==> config.mk <==
export PLATFORM = sky130hd
export DESIGN_NAME = speech_ram_writer_flat
export DESIGN_NICKNAME = d
export VERILOG_FILES = /design/src/rtl/speech_ram_writer_pkg.sv /design/src/rtl/speech_ram_writer_if.sv /design/src/rtl/speech_ram_writer_byte_packer.sv /design/src/rtl/speech_ram_writer.sv /design/src/flat_wrapper.sv
export SDC_FILE = /design/constraint.sdc
export NUM_CORES = 1
export LEC_CHECK = 0
export ABC_CLOCK_PERIOD_IN_PS = 2600
export CAP_MARGIN = 20
export CORE_ASPECT_RATIO = 0.5
export CORE_MARGIN = 4
export CORE_UTILIZATION = 51
export CTS_BUF_LIST = sky130_fd_sc_hd__clkbuf_4
export DETAILED_ROUTE_END_ITERATION = 16
export PLACE_DENSITY = 0.83
export SLEW_MARGIN = 40
export SYNTH_ARGS = -nofsm -noshare
export SYNTH_HDL_FRONTEND = slang
export SYNTH_SLANG_ARGS = --single-unit
export TNS_END_PERCENT = 1
==> constraint.sdc <==
create_clock -name clk -period 2.6 [get_ports clk]
set_input_delay 0.65 -clock clk [delete_from_list [all_inputs] [get_ports clk]]
set_output_delay 0.65 -clock clk [all_outputs]
set_load 0.01 [all_outputs]
==> src/rtl/speech_ram_writer_pkg.sv <==
// speech_ram_writer_pkg: FSM encoding and shared constants for the speech RAM writer.
package speech_ram_writer_pkg;

    localparam int DEFAULT_WADDR_W   = 20;
    localparam int DEFAULT_MAX_WORDS = 1048576;

    // Upper bits of speech_addr; the RAM port is two bits wider than the word address.
    localparam logic [1:0] SPEECH_ADDR_PAD = 2'b00;

    typedef enum logic [2:0] {
        ST_IDLE = 3'd0,
        ST_LO   = 3'd1,
        ST_HI   = 3'd2,
        ST_WR   = 3'd3,
        ST_FIN  = 3'd4
    } state_t;

    // A capture owns the block from the accepted start until the done cycle.
    function automatic logic state_is_busy(input state_t s);
        return (s != ST_IDLE);
    endfunction

endpackage

==> src/rtl/speech_ram_writer_if.sv <==
// speech_ram_writer_if: byte stream in, speech RAM write port and status out.
// Optional build macro: SPEECH_RAM_WRITER_CHKSUM_EN adds the chksum signal.
//
// Handshake: a byte transfers on a rising clock edge where byte_valid and
// byte_ready are both high. byte_last is only meaningful on that edge. While
// byte_valid is high and byte_ready is low the source holds byte_in/byte_last
// stable. byte_ready never depends on byte_valid.
interface speech_ram_writer_if
    import speech_ram_writer_pkg::*;
#(
    parameter int WADDR_W = DEFAULT_WADDR_W
);
    logic               start;
    logic [7:0]         byte_in;
    logic               byte_valid;
    logic               byte_last;
    logic               byte_ready;
    logic [15:0]        speech_data;
    logic [WADDR_W+1:0] speech_addr;
    logic               speech_wren;
    logic [WADDR_W:0]   word_count;
    logic               busy;
    logic               done;
    logic               full;
`ifdef SPEECH_RAM_WRITER_CHKSUM_EN
    logic [15:0]        chksum;
`endif

    // Byte source / controller side.
    modport master (
        output start, byte_in, byte_valid, byte_last,
        input  byte_ready, speech_data, speech_addr, speech_wren,
        input  word_count, busy, done, full
`ifdef SPEECH_RAM_WRITER_CHKSUM_EN
        , input chksum
`endif
    );

    // Writer side.
    modport slave (
        input  start, byte_in, byte_valid, byte_last,
        output byte_ready, speech_data, speech_addr, speech_wren,
        output word_count, busy, done, full
`ifdef SPEECH_RAM_WRITER_CHKSUM_EN
        , output chksum
`endif
    );

endinterface

==> src/rtl/speech_ram_writer_byte_packer.sv <==
// speech_ram_writer_byte_packer: holds the low byte of a word and joins it
// with the high byte. Loading a low byte clears the high half, so a word
// closed after a single byte comes out zero-padded.
module speech_ram_writer_byte_packer (
    input  logic        clk,
    input  logic        reset,
    input  logic        load_lo,
    input  logic        load_hi,
    input  logic [7:0]  byte_in,
    output logic [15:0] word
);

    logic [7:0] lo_q, lo_d;
    logic [7:0] hi_q, hi_d;

    // Next holding-register contents: low byte opens a word, high byte completes it.
    always_comb begin
        lo_d = lo_q;
        hi_d = hi_q;
        if (load_lo) begin
            lo_d = byte_in;
            hi_d = 8'h00;
        end else if (load_hi) begin
            hi_d = byte_in;
        end
    end

    // Holding registers.
    always_ff @(posedge clk) begin
        if (reset) begin
            lo_q <= 8'h00;
            hi_q <= 8'h00;
        end else begin
            lo_q <= lo_d;
            hi_q <= hi_d;
        end
    end

    assign word = {hi_q, lo_q};

endmodule

==> src/rtl/speech_ram_writer.sv <==
// speech_ram_writer: packs a stream of speech bytes into 16-bit words (even
// byte low, odd byte high) and writes them sequentially into speech RAM.
// Optional build macro:
//   SPEECH_RAM_WRITER_CHKSUM_EN - adds bus.chksum, a mod-2^16 sum of written words.
module speech_ram_writer
    import speech_ram_writer_pkg::*;
#(
    parameter int WADDR_W   = DEFAULT_WADDR_W,
    parameter int MAX_WORDS = DEFAULT_MAX_WORDS
) (
    input  logic               clk,
    input  logic               reset,
    speech_ram_writer_if.slave bus,
    output state_t             state_dbg
);

    localparam logic [WADDR_W:0] MAX_CNT = (WADDR_W + 1)'(MAX_WORDS);

    state_t             state_q, state_d;
    logic [WADDR_W-1:0] waddr_q, waddr_d;
    logic [WADDR_W:0]   count_q, count_d;
    logic               full_q, full_d;
    logic               end_q, end_d;

    logic               byte_ready;
    logic               wren;
    logic               done;
    logic               busy;
    logic               accept;
    logic               load_lo;
    logic               load_hi;
    logic               last_slot;
    logic [15:0]        word;

    assign accept    = bus.byte_valid & byte_ready;
    assign load_lo   = accept && (state_q == ST_LO);
    assign load_hi   = accept && (state_q == ST_HI);
    // The word in flight is the last one the RAM can take.
    assign last_slot = ((count_q + 1'b1) == MAX_CNT);

    // State register.
    always_ff @(posedge clk) begin
        if (reset) begin
            state_q <= ST_IDLE;
        end else begin
            state_q <= state_d;
        end
    end

    // Next state: two byte slots per word, one write cycle, then either the
    // next word or the closing done cycle.
    always_comb begin
        state_d = state_q;
        unique case (state_q)
            ST_IDLE: if (bus.start) state_d = ST_LO;
            ST_LO:   if (accept)    state_d = bus.byte_last ? ST_WR : ST_HI;
            ST_HI:   if (accept)    state_d = ST_WR;
            ST_WR:   state_d = (end_q || last_slot) ? ST_FIN : ST_LO;
            ST_FIN:  state_d = ST_IDLE;
            default: state_d = ST_IDLE;
        endcase
    end

    // Outputs decoded from state; strobes are held low during reset so a
    // write interrupted by reset never reaches the RAM.
    always_comb begin
        byte_ready = 1'b0;
        wren       = 1'b0;
        done       = 1'b0;
        busy       = state_is_busy(state_q);
        unique case (state_q)
            ST_LO, ST_HI: byte_ready = !reset;
            ST_WR:        wren       = !reset;
            ST_FIN:       done       = !reset;
            default:      ;
        endcase
    end

    // Address/count/flag updates. The address register may roll over after
    // the final word when MAX_WORDS fills the address space; no write follows
    // before the next start clears it.
    always_comb begin
        waddr_d = waddr_q;
        count_d = count_q;
        full_d  = full_q;
        end_d   = end_q;
        unique case (state_q)
            ST_IDLE: begin
                if (bus.start) begin
                    waddr_d = '0;
                    count_d = '0;
                    full_d  = 1'b0;
                    end_d   = 1'b0;
                end
            end
            ST_LO, ST_HI: begin
                if (accept) end_d = bus.byte_last;
            end
            ST_WR: begin
                waddr_d = waddr_q + 1'b1;
                count_d = count_q + 1'b1;
                if (!end_q && last_slot) full_d = 1'b1;
            end
            default: ;
        endcase
    end

    // Datapath registers.
    always_ff @(posedge clk) begin
        if (reset) begin
            waddr_q <= '0;
            count_q <= '0;
            full_q  <= 1'b0;
            end_q   <= 1'b0;
        end else begin
            waddr_q <= waddr_d;
            count_q <= count_d;
            full_q  <= full_d;
            end_q   <= end_d;
        end
    end

    speech_ram_writer_byte_packer u_packer (
        .clk     (clk),
        .reset   (reset),
        .load_lo (load_lo),
        .load_hi (load_hi),
        .byte_in (bus.byte_in),
        .word    (word)
    );

`ifdef SPEECH_RAM_WRITER_CHKSUM_EN
    logic [15:0] chksum_q, chksum_d;

    // Running sum: cleared by an accepted start, advanced on the edge ending each write.
    always_comb begin
        chksum_d = chksum_q;
        if ((state_q == ST_IDLE) && bus.start) begin
            chksum_d = 16'h0000;
        end else if (state_q == ST_WR) begin
            chksum_d = chksum_q + word;
        end
    end

    // Checksum register.
    always_ff @(posedge clk) begin
        if (reset) begin
            chksum_q <= 16'h0000;
        end else begin
            chksum_q <= chksum_d;
        end
    end

    assign bus.chksum = chksum_q;
`endif

    assign bus.byte_ready  = byte_ready;
    assign bus.speech_wren = wren;
    assign bus.speech_data = word;
    assign bus.speech_addr = {SPEECH_ADDR_PAD, waddr_q};
    assign bus.word_count  = count_q;
    assign bus.busy        = busy;
    assign bus.done        = done;
    assign bus.full        = full_q;
    assign state_dbg       = state_q;

endmodule

==> src/flat_wrapper.sv <==
// flat-port wrapper written by rule: the top's interface ports become plain ports
module speech_ram_writer_flat import speech_ram_writer_pkg::*;
#(
    parameter int WADDR_W   = DEFAULT_WADDR_W,
    parameter int MAX_WORDS = DEFAULT_MAX_WORDS
)
  (clk, reset, state_dbg, bus_start, bus_byte_in, bus_byte_valid, bus_byte_last, bus_byte_ready, bus_speech_data, bus_speech_addr, bus_speech_wren, bus_word_count, bus_busy, bus_done, bus_full);
  speech_ram_writer_if #(.WADDR_W(WADDR_W)) bus_i ();
  input  logic clk;
  input  logic reset;
  output state_t state_dbg;
  input wire logic [$bits(bus_i.start)-1:0] bus_start;
  input wire logic [$bits(bus_i.byte_in)-1:0] bus_byte_in;
  input wire logic [$bits(bus_i.byte_valid)-1:0] bus_byte_valid;
  input wire logic [$bits(bus_i.byte_last)-1:0] bus_byte_last;
  output wire logic [$bits(bus_i.byte_ready)-1:0] bus_byte_ready;
  output wire logic [$bits(bus_i.speech_data)-1:0] bus_speech_data;
  output wire logic [$bits(bus_i.speech_addr)-1:0] bus_speech_addr;
  output wire logic [$bits(bus_i.speech_wren)-1:0] bus_speech_wren;
  output wire logic [$bits(bus_i.word_count)-1:0] bus_word_count;
  output wire logic [$bits(bus_i.busy)-1:0] bus_busy;
  output wire logic [$bits(bus_i.done)-1:0] bus_done;
  output wire logic [$bits(bus_i.full)-1:0] bus_full;
  assign bus_i.start = bus_start;
  assign bus_i.byte_in = bus_byte_in;
  assign bus_i.byte_valid = bus_byte_valid;
  assign bus_i.byte_last = bus_byte_last;
  assign bus_byte_ready = bus_i.byte_ready;
  assign bus_speech_data = bus_i.speech_data;
  assign bus_speech_addr = bus_i.speech_addr;
  assign bus_speech_wren = bus_i.speech_wren;
  assign bus_word_count = bus_i.word_count;
  assign bus_busy = bus_i.busy;
  assign bus_done = bus_i.done;
  assign bus_full = bus_i.full;
  speech_ram_writer #(.WADDR_W(WADDR_W), .MAX_WORDS(MAX_WORDS)) u_core (.clk(clk), .reset(reset), .bus(bus_i), .state_dbg(state_dbg));
endmodule
; ---- Yosys cells after proc, flatten, opt, wreduce, memory -nomap -nowiden
; Cells that the tools add are included.
[word_totals]
memories = 0
ram_bits = 0
out_inout_bits = 67
romBits = 0
latchBits = 0
elab_cells = 54
regBits = 62
[op_classes]
addsub = 2
shifts = 0
muxes = 18
mul = 0
n_eq_ne = 10
n_bitwise = 1
div = 0
magnitude_cmp = 0
n_reduce_logical = 16
[ops]
columns = cell, n
row1 = 21-bit case mux with 2 select lines, 1
row2 = 20-bit case mux with 2 select lines, 1
row3 = "21-bit by 1-bit adder with 21-bit output, second input constant", 1
row4 = "21-bit == test, second input constant", 1
row5 = 21-bit 2-to-1 mux, 1
row6 = "20-bit by 1-bit adder with 20-bit output, second input constant", 1
row7 = 20-bit 2-to-1 mux, 1
row8 = 3-bit 2-to-1 mux, 4
row9 = 3-bit case mux with 4 select lines, 1
row10 = 3-bit AND reduction, 3
row11 = "2-bit by 1-bit inequality test with 1-bit output, second input constant", 4
row12 = 1-bit 2-to-1 mux, 7
row13 = "3-bit by 2-bit == test with 1-bit output, second input constant", 2
row14 = 1-bit case mux with 2 select lines, 2
row15 = 2-bit nonzero test, 2
row16 = 2-bit OR reduction, 2
row17 = "3-bit by 1-bit == test with 1-bit output, second input constant", 1
row18 = "3-bit == test, second input constant", 1
row19 = 1-bit logical AND, 3
row20 = 3-bit zero test, 1
row21 = 3-bit nonzero test, 1
row22 = 1-bit zero test, 2
row23 = "2-bit inequality test, second input constant", 1
row24 = 2-bit AND reduction, 1
row25 = other kinds (2), 2

; ---- Depth between registers and ports, before layout
; Gate-level depths: netlist of the first run.
[logic_depth]
word_depth = 6
mapped_depth = 8
ltp_nobuf = 7

; ---- Hierarchy
; Synthesis of the first run repeated with hierarchy kept, for this count alone.
[unflattened]
hier_cells = 406
area_unflattened_um2 = 3270.6
[modules_own_cells]
columns = mod, n_inst, area_per_inst_um2, cells_each, seq_area_each_um2
row1 = speech_ram_writer, 1, 2691.3, 353, 920.9
row2 = speech_ram_writer_byte_packer, 1, 579.3, 53, 320.3

; ---- Least setup slack after synthesis of the first run
; No wires, ideal clock.
[synth_path]
path_type = reg-to-reg
startpoint = register u_core.count_q[0] (netlist: u_core.bus.word_count[0])
endpoint = register u_core.state_q[0] (netlist: u_core.state_dbg[0])
path_buffers = 0
t_required_ns = 2.473
setup_slack_ns = 0.485
path_stages_with_launch = 8
setup_ns = 0.127
period_less_slack_ns = 2.115
arrival_time_ns = 1.988
path_cell_list = dfxtp_1 > ha_1 > nand3_2 > nor4_4 > nand4b_1 > and3_1 > a211oi_2 > a31oi_1
[synth_via]
elab_chain_len = 5
[synth_lines]
columns = element, line_no
row1 = "start, declared", speech_ram_writer.sv:21  ; logic [WADDR_W:0] count_q, count_d;
row2 = "start signal, assigned", speech_ram_writer.sv:117  ; count_q <= count_d;
row3 = 21-bit by 1-bit adder with 21-bit output, speech_ram_writer.sv:39  ; assign last_slot = ((count_q + 1'b1) == MAX_CNT);
row4 = 21-bit == test, speech_ram_writer.sv:39
row5 = 1-bit logical OR, speech_ram_writer.sv:58  ; ST_WR: state_d = (end_q || last_slot) ? ST_FIN : ST_LO;
row6 = 3-bit 2-to-1 mux, speech_ram_writer.sv:58
row7 = 3-bit case mux with 4 select lines, speech_ram_writer.sv:54  ; unique case (state_q)
row8 = "end signal, assigned", speech_ram_writer.sv:46  ; state_q <= state_d;
row9 = "end, declared", speech_ram_writer.sv:19  ; state_t state_q, state_d;
; Every way passes these cells.
; A chain may end at the register's enable or synchronous reset.

; ---- Worst setup path in the final report of the first run
[layout_path]
startpoint = register u_core.state_q[2] (netlist: u_core.state_dbg[2])
endpoint = output port bus_speech_wren
[layout_via]
elab_chain_len = 2
[layout_lines]
columns = element, line_no
row1 = 3-bit by 2-bit == test with 1-bit output, speech_ram_writer.sv:71  ; unique case (state_q)
row2 = 1-bit 2-to-1 mux, speech_ram_writer.sv:71
row3 = "end, declared", flat_wrapper.sv:19  ; output wire logic [$bits(bus_i.speech_wren)-1:0] bus_speech_wren;
; Every way passes these cells.

==> results of run 1 <==
## sequential cells by signal, indices dropped and copies added, names as in the netlist
signal                 cells
u_core.bus.full            1
u_core.bus.word_count     21
u_core.end_q               1
u_core.state_dbg           3
u_core.u_packer.hi_q       8
u_core.u_packer.lo_q       8
u_core.waddr_q            20
## placed cells by master, fill, tap and decap left out, types with 3 or more instances in the layout
cell              n
and3_1           13
inv_1             5
a311oi_1         10
nand4_1           8
nor3_1           10
nor2_1           67
clkdlybuf4s50_1  76
o21ai_0          19
o21a_1            6
a211oi_1          4
a22oi_1           3
xnor2_1           6
clkbuf_4          9
mux2i_1          17
dfxtp_1          60
a31oi_1           7
o211ai_1          3
mux2_2            5
clkinvlp_4        5
nand3_1          25
nand2_1          39
nor4_1            4
nand4b_1          3
buf_4            11
a21oi_1          24
## cell type report
class | count | area (um2) | share of cell area [%]
Multi-Input combinational cell | 304 | 1790 | 43.5
Sequential cell | 62 | 1240 | 30.1
Timing Repair Buffer | 88 | 848 | 20.5
Tap cell | 84 | 105 | 2.55
Clock buffer | 9 | 67.6 | 1.64
Clock inverter | 7 | 51.3 | 1.24
Inverter | 5 | 18.8 | 0.455
## per-layer routing
metal  GRT usage [%]  wire length [um]  vias to the layer above
met2            39.1              3960                      136
met4            7.56               135                        0
met5               0                 0                        -
li1                -                 -                     1585
met3            7.75               698                       15
met1            26.8              3590                     1541
## stage by stage
step | setup slack (ns) | area, um2 | utilization [%]
detailed placement | 0.262 | 4010 | 69.7
CTS | 0.00479 | 4130 | 71.7
global placement | 0.280 | 4010 | 69.7
global route | 0.0642 | 4130 | 71.8
finish | 0.147 | 4130 | 71.8
floorplan | 0.485 | 3180 | -
## cells by family (layout without fill, tap and decap cells)
logic type      Yosys count  in the layout
other cells               1              2
simple gates            185            185
fa+ha+maj                 2              2
xor+xnor                  6              6
mux                      23             23
flops                    62             62
buf+inv                  33            109
compound gates           86             86
## power by group through the flow
stage | Sequential (mW) | Combinational, mW | Clock, mW
after global placement | 0.991 | 0.158 | 0
after floorplan | 0.989 | 0.0906 | 0
after CTS | 0.970 | 0.164 | 0.591
final | 0.971 | 0.165 | 0.581
after detailed placement | 0.992 | 0.162 | 0
after global routing | 0.973 | 0.181 | 0.635
## worst paths after layout
kind                                     startpoint                                endpoint  slack (ns)
min          u_core.bus.word_count[20]$_SDFFE_PP0P_  u_core.bus.word_count[20]$_SDFFE_PP0P_        0.51
max                u_core.state_dbg[2]$_SDFFE_PP0P_                         bus_speech_wren        0.15
max reg2reg   u_core.bus.word_count[0]$_SDFFE_PP0P_        u_core.state_dbg[0]$_SDFFE_PP0P_        0.31
min reg2reg  u_core.bus.word_count[20]$_SDFFE_PP0P_  u_core.bus.word_count[20]$_SDFFE_PP0P_        0.51
==> results.py, run 1 <==
metrics = {
    "critical_path": {
        "slowest_delay_ns": 0.57,
        "slowest_stage": "clkdlybuf4s50_1",
        "path_buf_inv": 1,
        "end_kind": "output pin",
        "critical_path_arrival_ns": 1.80,
        "critPathKind": "reg -> out",
        "cp.required_ns": 1.95,
        "reg2reg_depth": 7,
        "cp_num_cells": 3,
        "crit_fanout": 8,
        "path_delay_family": "buffers and inverters",
        "cp_cell_sequence": "nand3b_1 > nor2_1 > clkdlybuf4s50_1",
        "startpoint_type": "register",
    },
    "yosys": {
        "ys_seq_area_share_pct": 39.1,
        "synth_top_family_by_area": "simple AND/OR/NAND/NOR gates",
        "ys_top_cells_by_count": "67 x nor2_1, 62 x dfxtp_1, 39 x nand2_1",
        "post_synth_inst_count": 398,
        "yosys.area_share.simple_pct": 28.4,
        "synthAdderAreaFrac_pct": 0.789,
        "ys_dominant_reg_cell": "dfxtp_1",
        "synth_top_area_share_pct": 39.1,
        "synth_xor_area_share_pct": 1.66,
        "yosysTopAreaCell": "dfxtp_1",
        "muxShareOfSynthArea_pct": 7.85,
        "synth.most_common_cell": "nor2_1",
        "ys_types": 50,
        "avgSynthCellArea_um2": 7.97,
        "ys_seq_elements": 62,
        "postSynth.asyncResetShare_pct": 0,
        "synth_compound_area_share_pct": 17.6,
        "synth_edf_count": 0,
        "syn-cell-area_um2": 3170,
        "ys_warn_count": 0,
        "ys_top_cells_by_area": "dfxtp_1 39%, nor2_1 7.9%, mux2i_1 5.4%",
    },
    "global_route": {
        "antenna_found_initial": 0,
        "grt_pass1_wl_um": 14400,
        "grt.overflow.total": 0,
        "grt_pass1_vias": 3067,
        "grt_usage_pct": 22.7,
        "grt_max_degree": 46,
    },
    "clock_tree": {
        "post_cts_buffers": 0,
        "clk_latency_ns": 0.41,
        "cts_max_level": 3,
        "cts.path.max_buffers": 2,
        "numCtsBuffers": 9,
        "hold_buffers": 0,
        "cts_tree": "done",
        "path_clk_slew_ns": 0.11,
        "cts_root_buffer": "clkbuf_4",
        "cts_resized": 0,
        "clkSinkCount": 62,
    },
    "detailed_routing": {
        "post_drt_via_cell_ratio": 5.86,
        "routed_wire_length_per_instance_um": 15.0,
        "drtPass1Iterations": 8,
        "num_vias": 3277,
        "ant_nets": 0,
        "drtIter0Drc": 379,
        "wirelength_um": 8390,
        "route.detailed.drc": 0,
    },
    "power": {
        "p_int_mw": 1.22,
        "p_seq_share_pct": 56.6,
        "total_power_mw": 1.72,
        "peakVddDrop_mv": 0.248,
        "p_sw_mw": 0.492,
        "p_comb_share_pct": 9.6,
        "power.leakage_nw": 1.49,
        "p_clk_share_pct": 33.8,
        "switching_share_pct": 28.7,
        "powerDensity_nw_per_um2": 416,
    },
    "layout": {
        "fillers": 478,
        "finalNetCount": 485,
        "fin_cells": 559,
        "drive_gt1_share_pct": 9.05,
        "diodes": 0,
        "syn_to_final_growth_pct": 30.2,
    },
    "floorplanning": {
        "die-area_um2": 7620,
        "coreArea_um2": 5750,
        "initial_core_util_pct": 55.1,
        "floorplan.rows": 19,
        "die_x_um": 120,
        "io_pins": 80,
        "die_y_um": 63.8,
    },
    "timing": {
        "finClkSkew_ns": 0.0138,
        "period_share_pct": 94.3,
        "fin_setup_tns_ns": 0,
        "rsz0062_at_grt": "no",
        "hold_violations": 0,
        "max_freq_ghz": 0.408,
        "min_period_ns": 2.45,
        "hold-worst-slack_ns": 0.515,
        "setup_violations": 0,
        "drv_slew": 0,
    },
    "placement": {
        "placed_cells": 543,
        "globalplace.congestion": 0.834,
        "port_buffers": 77,
        "dpl.hpwl_um": 5880,
    },
    "flow_run": {
        "drv_cap": 0,
    },
    "hold_path": {
        "hold_depth": 1,
        "hold_class": "reg -> reg",
    },
    "status": {
        "outcome": "finished clean",
    },
}
Power figures use the tool's default switching activity.
==> run 2: changes to the inputs <==
- CAP_MARGIN: 20 -> 10
- RECOVER_POWER: unset -> 50
==> run 2 against run 1 <==
Against the previous run: critical path depth is the same; largest cell class unchanged; flip-flop and latch count is the same; cell area shrank 0.36%; cell count is the same; first-iteration DRC count grew 3.2%; global-route usage is the same; power is essentially flat; critical path type is now in -> out; critical endpoint is now bus_byte_ready; register-to-register slack is essentially flat.
==> results.py, run 2 (same netlist as run 1, synthesis figures left out) <==
metrics = {
    "status": {
        "outcome": "finished clean",
    },
    "layout": {
        "final_common_cell": "nor2_1",
        "fillers": 486,
        "layout_common_cells": "67 x nor2_1, 64 x clkdlybuf4s50_1, 60 x dfxtp_1",
        "fin_cells": 559,
        "syn_to_final_growth_pct": 29.7,
        "seqCellArea_um2": 1240,
        "largest_reg_flops": 21,
        "diodes": 0,
        "drive_gt1_share_pct": 8.21,
        "finalNetCount": 485,
        "multi_input_area_um2": 1790,
    },
    "detailed_routing": {
        "num_vias": 3266,
        "drtPass1Iterations": 5,
        "wirelength_um": 8410,
        "drtIter0Drc": 391,
        "post_drt_via_cell_ratio": 5.84,
        "route.detailed.drc": 0,
        "ant_nets": 0,
        "routed_wire_length_per_instance_um": 15.1,
    },
    "timing": {
        "setup_violations": 0,
        "max_freq_ghz": 0.407,
        "fin_setup_tns_ns": 0,
        "period_share_pct": 94.5,
        "setup_ws_ns": 0.143,
        "hold_violations": 0,
        "min_period_ns": 2.46,
        "finClkSkew_ns": 0.0158,
        "hold-worst-slack_ns": 0.509,
        "worst_pin_slew_ns": 0.689,
        "rsz0062_at_grt": "no",
        "drv_slew": 0,
        "relSlewSlack_pct": 54.1,
    },
    "floorplanning": {
        "die_x_um": 120,
        "die_y_um": 63.8,
        "io_pins": 80,
        "initial_core_util_pct": 55.1,
        "floorplan.rows": 19,
        "coreArea_um2": 5750,
        "die-area_um2": 7620,
    },
    "flow_run": {
        "drv_cap": 0,
    },
    "global_route": {
        "grt_pass1_vias": 3067,
        "antenna_found_initial": 0,
        "grt_max_degree": 46,
        "grt_usage_pct": 22.7,
        "grt_pass1_wl_um": 14400,
        "grt.overflow.total": 0,
    },
    "hold_path": {
        "hp-start": "u_core.u_packer.lo_q[4]$_SDFFE_PP0P_",
        "hold_class": "reg -> reg",
    },
    "clock_tree": {
        "clkSinkCount": 62,
        "cts_root_buffer": "clkbuf_4",
        "clk_latency_ns": 0.41,
        "numCtsBuffers": 9,
        "hold_buffers": 0,
        "cts_tree": "done",
        "cts_max_level": 3,
        "cts.path.max_buffers": 2,
        "path_clk_slew_ns": 0.12,
    },
    "critical_path": {
        "startpoint_type": "input pin",
        "startpoint": "reset",
        "crit_fanout": 12,
        "critPathKind": "in -> out",
        "cp.required_ns": 1.95,
        "end_kind": "output pin",
        "r2r-start": "u_core.bus.word_count[0]$_SDFFE_PP0P_",
        "critical_path_arrival_ns": 1.81,
    },
    "power": {
        "peakVddDrop_mv": 0.248,
        "p_comb_share_pct": 9.3,
        "p_clk_share_pct": 34.1,
        "p_seq_share_pct": 56.6,
        "powerDensity_nw_per_um2": 417,
        "p_sw_mw": 0.496,
        "switching_share_pct": 28.9,
        "p_int_mw": 1.22,
        "power.leakage_nw": 1.51,
    },
    "placement": {
        "dpl_worst_slack_ns": 0.262,
        "globalplace.congestion": 0.834,
        "dpl.hpwl_um": 5880,
        "placed_cells": 543,
        "port_buffers": 77,
    },
}
-- run 2: cell types whose count changed in the layout (fill, tap and decap cells not counted) --
cell / before / now
buf_2: 1 / 0
buf_4: 11 / 7
clkdlybuf4s50_1: 76 / 64
dlygate4sd3_1: 0 / 12
clkbuf_1: 0 / 4
clkbuf_2: 0 / 1
-- run 2: metal layers --
layer / part of all wire [%] / track usage [%] / routed length, um
met5: 0 / 0 / 0
met4: 1.3 / 7.56 / 107
met3: 7.8 / 7.75 / 653
met2: 48 / 39.1 / 4020
met1: 43 / 26.8 / 3630
-- run 2: stage by stage --
step / cell area (um2) / total power [mW] / util [%]
global placement: 4010 / 1.15 / 69.7
detailed placement: 4010 / 1.15 / 69.7
global route: 4110 / 1.78 / 71.5
floorplan: 3180 / 1.08 / -
CTS: 4130 / 1.72 / 71.7
finish: 4110 / 1.72 / 71.5
-- run 2: critical path, stage by stage --
cell             delay, ns
clkbuf_1              0.24
nor3_1                0.33
clkdlybuf4s50_1       0.59
-- run 2: cell type report --
class                           instances  share of cell area [%]
Clock buffer                            9                    1.64
Sequential cell                        62                    30.2
Timing Repair Buffer                   88                    20.3
Multi-Input combinational cell        304                    43.6
Clock inverter                          7                    1.25
Tap cell                               84                    2.55
Inverter                                5                   0.456
-- run 2: worst paths after layout --
check / endpoint / slack (ns) / cells after the start
hold / removal: u_core.u_packer.lo_q[4]$_SDFFE_PP0P_ / 0.51 / 2
setup reg to reg: u_core.state_dbg[0]$_SDFFE_PP0P_ / 0.31 / 7
hold reg to reg: u_core.u_packer.lo_q[4]$_SDFFE_PP0P_ / 0.51 / 2
setup / recovery: bus_byte_ready / 0.14 / 3
-- run 2: power by group through the flow --
stage               clock (mW)  combinational (mW)  sequential [mW]
floorplan                    0              0.0906            0.989
global placement             0               0.158            0.991
detailed placement           0               0.162            0.992
CTS                      0.591               0.164            0.970
global route             0.635               0.176            0.973
finish                   0.584               0.160            0.971
-- run 2: repair_timing --
item / CTS / global route
gates resized for setup: 0 / 2
setup endpoints to repair: 0 / 2
buffers inserted: 0 / 0
==> run 3: changes to the inputs <==
- ABC_CLOCK_PERIOD_IN_PS: 2600 -> unset
==> results of run 3 <==
The final DEF is identical to that of run 2; final timing and power are the same.
